### config.mk
export PLATFORM = sky130hd
export DESIGN_NAME = nucleotide_packer
export DESIGN_NICKNAME = d
export VERILOG_FILES = /design/src/rtl/nucleotide_packer.sv
export SDC_FILE = /design/constraint.sdc
export NUM_CORES = 2
export LEC_CHECK = 0
export ABC_CLOCK_PERIOD_IN_PS = 3470
export CAP_MARGIN = 20
export CORE_UTILIZATION = 45
export CTS_CLUSTER_DIAMETER = 150
export DETAILED_ROUTE_END_ITERATION = 7
export GPL_TIMING_DRIVEN = 0
export PLACE_DENSITY = 0.68
export SYNTH_ARGS = -nofsm -noshare
export SYNTH_HDL_FRONTEND = slang
export SYNTH_SLANG_ARGS = --single-unit
### constraint.sdc
create_clock -name clk -period 3.47 [get_ports clk]
set_input_delay 1.041 -clock clk [delete_from_list [all_inputs] [get_ports clk]]
set_output_delay 1.041 -clock clk [all_outputs]
set_load 0.02 [all_outputs]
### src/rtl/nucleotide_packer.sv
// Packs a stream of 2-bit nucleotide codes into 512-bit words, base 0 in the MSBs.
// Define PACKER_SKID_EN to add a one-word hold register behind the output.
module nucleotide_packer (
    input  logic         clk,
    input  logic         rst,
    input  logic         inValid,
    input  logic [1:0]   inBase,
    input  logic         inLast,
    output logic         inReady,
    output logic         outValid,
    input  logic         outReady,
    output logic [511:0] outData,
    output logic [8:0]   outCount,
    output logic         outLast
);
    logic [511:0] acc;
    logic [511:0] word;
    logic [7:0]   cnt;
    logic [8:0]   pos;
    logic [8:0]   word_count;
    logic         accept;
    logic         complete;
    logic         out_fire;

    // Current word with the incoming base merged at its slot.
    always_comb begin
        pos  = 9'd511 - {cnt, 1'b0};
        word = acc;
        word[pos -: 2] = inBase;
    end

    assign word_count = {1'b0, cnt} + 9'd1;
    assign accept     = inValid & inReady;
    assign complete   = accept & (inLast | (cnt == 8'hFF));
    assign out_fire   = outValid & outReady;

    always_ff @(posedge clk or negedge rst) begin
        if (!rst) begin
            acc <= '0;
            cnt <= '0;
        end else if (complete) begin
            acc <= '0;
            cnt <= '0;
        end else if (accept) begin
            acc <= word;
            cnt <= cnt + 8'd1;
        end
    end

`ifdef PACKER_SKID_EN
    logic [511:0] hold_data;
    logic [8:0]   hold_count;
    logic         hold_last;
    logic         hold_valid;

    assign inReady = rst & ~hold_valid;

    // A completing base is never accepted while the hold slot is full,
    // so the hold-to-output move and a new completion cannot collide.
    always_ff @(posedge clk or negedge rst) begin
        if (!rst) begin
            outValid   <= 1'b0;
            outData    <= '0;
            outCount   <= '0;
            outLast    <= 1'b0;
            hold_valid <= 1'b0;
            hold_data  <= '0;
            hold_count <= '0;
            hold_last  <= 1'b0;
        end else if (out_fire) begin
            if (hold_valid) begin
                outData    <= hold_data;
                outCount   <= hold_count;
                outLast    <= hold_last;
                hold_valid <= 1'b0;
            end else if (complete) begin
                outData  <= word;
                outCount <= word_count;
                outLast  <= inLast;
            end else begin
                outValid <= 1'b0;
            end
        end else if (complete) begin
            if (outValid) begin
                hold_data  <= word;
                hold_count <= word_count;
                hold_last  <= inLast;
                hold_valid <= 1'b1;
            end else begin
                outData  <= word;
                outCount <= word_count;
                outLast  <= inLast;
                outValid <= 1'b1;
            end
        end
    end
`else
    assign inReady = rst & ~outValid;

    always_ff @(posedge clk or negedge rst) begin
        if (!rst) begin
            outValid <= 1'b0;
            outData  <= '0;
            outCount <= '0;
            outLast  <= 1'b0;
        end else if (complete) begin
            outData  <= word;
            outCount <= word_count;
            outLast  <= inLast;
            outValid <= 1'b1;
        end else if (out_fire) begin
            outValid <= 1'b0;
        end
    end
`endif

endmodule
== Word level (Yosys, flattened, before mapping) ==
Index checks and enable logic that the tools add are counted.

* Flip-flop bits (word level): 1043
* Output and inout bits: 524
* Bits of input ports: 7

* Bitwise logic cells: 6
* Add/subtract/negate cells: 4
* Reduce and logical (&&, ||, !) cells: 2
* Shift operators: 2
* Eq/ne operators: 1
* Mux-type cells: 7

{| class="wikitable"
|+ Operators with widths
! cell !! count
|-
| 2-to-1 mux 512 bit || 2
|-
| variable shift 2 x 11 -> 513 bit (first input constant) || 1
|-
| indexed part select 2 x 11 -> 513 bit || 1
|-
| bitwise mux 512 bit || 1
|-
| 2-to-1 mux 8 bit || 2
|-
| negation 9 -> 11 bit || 1
|-
| adder 8 x 1 -> 9 bit (second input constant) || 1
|-
| subtractor 9 bit (first input constant) || 1
|-
| adder 8 x 1 -> 8 bit (second input constant) || 1
|-
| == test 8 bit (second input constant) || 1
|-
| AND 1 bit || 4
|-
| nonzero test 2 bit || 2
|-
| 2-to-1 mux 1 bit || 2
|-
| NOT 1 bit || 1
|-
| OR 1 bit || 1
|}

== Longest topological paths before layout ==
* Depth in word-level cells: 6
* Depth in mapped cells: 11
* Gate-level depth less buffers: 6

== Least setup slack after synthesis ==
No wires, ideal clock.

* Path type: reg2reg
* From: register cnt[1]
* To: register outData[126]
* Setup slack: 757 ps
* Data arrival time: 2586 ps
* Buffers on the path: 5
* Cell stages (with the launch flop): 12
* Setup time: 128 ps
* Clock period less this slack: 2713 ps
* Path through: dfrtp_1 clkbuf_1 clkbuf_1 inv_1 ha_1 clkbuf_1 or4b_1 clkbuf_1 clkbuf_1 o21ai_0 o21ai_0 mux2_1

* Longest elaborated chain between the ends: 4
* Elaborated cells between the ends (all ways): 8
* Classes of those cells: 2 x add/sub; 1 x eq/ne; 2 x shift; 1 x mux; 2 x bitwise

{| class="wikitable"
|+ RTL lines
! element !! line !! text
|-
| start: declaration || 18 || <nowiki>logic [7:0] cnt;</nowiki>
|-
| start signal: assignment || 46 || <nowiki>cnt <= cnt + 8'd1;</nowiki>
|-
| subtractor 9 bit || 27 || <nowiki>pos = 9'd511 - {cnt, 1'b0};</nowiki>
|-
| negation 9 -> 11 bit || 29 || <nowiki>word[pos -: 2] = inBase;</nowiki>
|-
| indexed part select 2 x 11 -> 513 bit or variable shift 2 x 11 -> 513 bit (tied branches) || 29 ||
|-
| bitwise mux 512 bit || 29 ||
|-
| end signal: assignment || 107 || <nowiki>outData <= word;</nowiki>
|-
| end: declaration || 12 || <nowiki>output logic [511:0] outData,</nowiki>
|}

Several ways; a longest one is shown, not always the timed one.
A chain may end at the register's enable or synchronous reset.

== Worst setup path in the final report ==
* From: register cnt[5]
* To: register outData[96]

Same word-level chain as after synthesis.

==> metrics.md <==
| Metric | Value |
|---|---|
| Placer congestion estimate | `0.9895` |
| H-tree levels | `3` |
| Fin. Hold Viols | `0` |
| Leakage | `26.39 nW` |
| Chip Width | `332.9 µm` |
| Most common cell on crit path | `clkbuf_1` |
| Global router's overall resource usage | `0.3659` |
| DR WL/cell | `30.19 µm` |
| Synthesized area | `49260 µm²` |
| Post-synthesis mux area share | `0.1188` |
| Initial antenna violation count | `7` |
| Seq pwr share | `0.442` |
| CTS sink cnt | `1043` |
| Clock root buffer | `clkbuf_16` |
| Final setup fails | `10` |
| Synth Area in Compound Gates | `0.2240` |
| Worst-Skew Late Latency | `0.73 ns` |
| Clock Skews | `0.03548 ns` |
| Cts hold-fix bufs | `0` |
| Grt total ovfl | `0` |
| Failing checks | `design-rule violations, negative setup slack` |
| Die Ht | `332.9 µm` |
| Share of total power in combinational logic | `0.086` |
| Total number of vias | `45130` |
| Type of the worst min-delay path | `in2async` |
| Internal Power | `20.67 mW` |
| Final wirelength | `208.7 mm` |
| Flops & latches, synth | `1043` |
| Status | `finished with violations` |
| Clk network pwr share | `0.472` |
| Post-Place Setup Slack | `-1.640 ns` |
| CP max FO | `10` |
| Fmax | `281.2 MHz` |
| Largest net degree at the start of global routing | `162` |
| Initial DRC Count | `6634` |
| YS warnings | `0` |
| CTS buffer count | `113` |
| Worst Path Required | `4.11 ns` |
| Fraction of layout cells with a size suffix above 1 | `0.1678` |
| Core ar. | `108700 µm²` |
| Most common flop cell mapped by yosys | `dfrtp_1` |
| DR pass1 iterations | `8` |
| Final Max Tran Viols | `0` |
| Hold WS | `0.2185 ns` |
| Mean Syn Cell Area | `10.39 µm²` |
| Worst path cell trace | `buf_2 -> and3b_1 -> clkbuf_1 -> clkbuf_1 -> nand2_1 -> o21ai_0 -> mux2_2` |
| Post-synth EDFFs | `0` |
| DP HPWL | `151.1 mm` |
| Slowest cell on crit path | `clkbuf_1` |
| Critical path class | `reg2reg` |
| Slew headroom | `0.1574` |
| Net Switching | `7.080 mW` |
| P&R area growth vs syn | `23.97%` |
| Post-Synth Adder-Cell Area | `0.001524` |
| CP arrival | `4.20 ns` |
| Register area share after synthesis | `0.5299` |
| I/O pin count | `531` |
| Setup ws final | `-0.08653 ns` |
| Fin crit share | `1.025` |
| Starting density of the core | `0.4531` |
| Vias per cell | `6.527` |
| # rows | `121` |
| Residual DRC | `4` |
| Syn_nets | `4755` |
| Critical path's largest stage delay | `0.83 ns` |
| Startpoint types | `flop` |
| Maximum vdd ir drop | `0.4396 mV` |
| Worst-Margin Slew | `1.264 ns` |
| Max-Cap Viols | `0` |
| CP endpoint kind | `flop` |
| FFs w/ async S/R, synth | `1.000` |
| Vias in the first global route | `43070` |
| Die Area | `110800 µm²` |
| Pwr dens | `454.4 nW/µm²` |
| Main combinational cell family by area after synthesis | `compound AO/OA/AOI/OAI gates` |
| Clk buf depth | `3` |
| Sw Share | `0.2552` |
| Post-Synth XOR/XNOR Area | `0.0008890` |
| TritonCTS clock tree | `yes` |
| Post-Synthesis Cells | `4742` |
| ANT nets after route | `0` |
| PortBufs | `530` |
| Final nets | `5423` |
| Tmin final | `3.557 ns` |
| Worst-path clk slew | `0.06 ns` |
| RSZ-0062 raised after global routing | `no` |
| Count of cell types in the netlist | `56` |
| Post-Synth Simple-Gate Area | `0.08888` |
| First-pass GRT wire length | `295.7 mm` |
==> through the flow <==
step | instance area (µm²) | setup TNS [ns] | utilization | power [mW] | instances
3_5_place_dp | 56710 | -1308.91 | 0.5217 | 14.66 | 6704
2_1_floorplan | 49260 | 0 | - | 13.50 | 4742
4_1_cts | 60950 | -0.03067 | 0.5607 | 27.62 | 6915
3_3_place_gp | 56330 | - | 0.5182 | 14.47 | 6686
5_1_grt | 61060 | 0 | 0.5617 | 28.28 | 6913
6_report | 61060 | -0.4029 | 0.5617 | 27.75 | 6914
==> registers in the layout, indices dropped and copies added, names as in the netlist <==
| name | flops |
|---|---|
| outLast | 1 |
| outValid | 1 |
| cnt | 8 |
| acc | 512 |
| outCount | 9 |
| outData | 512 |
==> synthesized netlist by cell type, types with 4 or more instances <==
cell type	number	area share
nor4bb_1	13	0.0026
a21o_1	6	0.00091
nor2b_1	8	0.0010
nand4b_1	11	0.0020
o21ai_1	41	0.0042
nand2_1	334	0.025
nand4_1	8	0.0010
and4bb_2	4	0.0010
ha_1	6	0.0015
nand4bb_1	10	0.0023
o41ai_1	6	0.0011
buf_6	4	0.00091
nor3b_2	5	0.0013
nor3_1	7	0.00071
and3b_1	14	0.0025
nor4b_2	4	0.0012
inv_1	18	0.0014
nand3b_1	14	0.0021
a22o_1	492	0.087
a32o_1	6	0.0012
mux2_1	18	0.0041
dfrtp_1	1043	0.53
clkbuf_1	289	0.022
and3_1	6	0.00076
o21ai_0	1231	0.13
and4b_1	14	0.0028
buf_2	84	0.0085
or3b_2	5	0.00089
mux2_2	499	0.11
buf_1	8	0.00061
a21oi_1	8	0.00081
and2_1	4	0.00051
nor2_1	380	0.029
nand3_1	74	0.0075
buf_4	15	0.0023
o22ai_1	9	0.0011
==> path summary, 6_finish.rpt <==
| kind | from | end | slack, ns | depth (start not counted) |
|---|---|---|---|---|
| worst max-delay path | cnt[5] | outData[96] | -0.09 | 7 |
| worst min-delay path | rst | outData[191] | 0.22 | 1 |
| worst max register to register | cnt[5] | outData[96] | -0.09 | 7 |
| worst min register to register | acc[505] | acc[505] | 0.48 | 1 |
| max in group asynchronous | rst | acc[33] | 1.51 | 3 |
| min in group clk | acc[505] | acc[505] | 0.48 | 1 |
==> routing by layer <==
layer / global-route usage / wire length, µm / share of wire / vias to the layer above
met5: 0.009119 / 194 / 0.00093 / -
met4: 0.2159 / 14690 / 0.070 / 12
met3: 0.1048 / 25650 / 0.12 / 701
met2: 0.5406 / 89530 / 0.43 / 3272
met1: 0.4775 / 78670 / 0.38 / 22460
li1: - / - / - / 18680
==> cell usage in the layout, fill, tap and decap left out, types with 73 or more instances in the layout <==
master,count
a22o_1,492
buf_2,85
clkbuf_1,235
clkbuf_16,119
clkdlybuf4s50_1,529
dfrtp_1,1043
mux2_2,499
nand2_1,334
nand3_1,73
nor2_1,380
o21ai_0,1211
==> power by group through the flow <==
stage	registers, mW	logic, mW	clock network, mW
2_1_floorplan	12.5	0.963	0
3_3_place_gp	12.5	1.93	0
3_5_place_dp	12.5	2.17	0
4_1_cts	12.3	2.26	13.1
5_1_grt	12.3	2.43	13.6
6_report	12.3	2.39	13.1
==> final cells by class <==
type                            instances  area, µm²
Fill cell                            9398      47640
Sequential cell                      1043      26100
Multi-Input combinational cell       3278      21500
Timing Repair Buffer                  562       5866
Clock buffer                          153       3283
Tap cell                             1414       1769
Buffer                                394       1758
Clock inverter                         51      711.9
Inverter                               18      67.56
Antenna cell                            1      2.502
==> timing repair <==
| action | in CTS | in global routing |
|---|---|---|
| setup buffers | 7 | 2 |
| resized for setup | 52 | 75 |
| gates cloned | 3 | 1 |
| setup endpoints to repair | 1034 | 681 |
| pin swaps | 0 | 2 |
==> worst max-delay path, delay by kind of cell, from the launching register on <==
kind / cells / cell delay [ns]
buf+inv: 3 / 1.71
compound gates: 1 / 0.66
mux: 1 / 0.28
simple gates: 2 / 0.36
flops: 1 / 0.44
==> logic make-up after synthesis <==
logic type                 after synthesis
adders and majority gates                6
xor gates and xnor gates                 5
muxes                                  520
and+or+nand+nor                        937
buffers and inverters                  421
AOI/OAI and AO/OA                     1810
DFF                                   1043
Power figures use the tool's default switching activity.
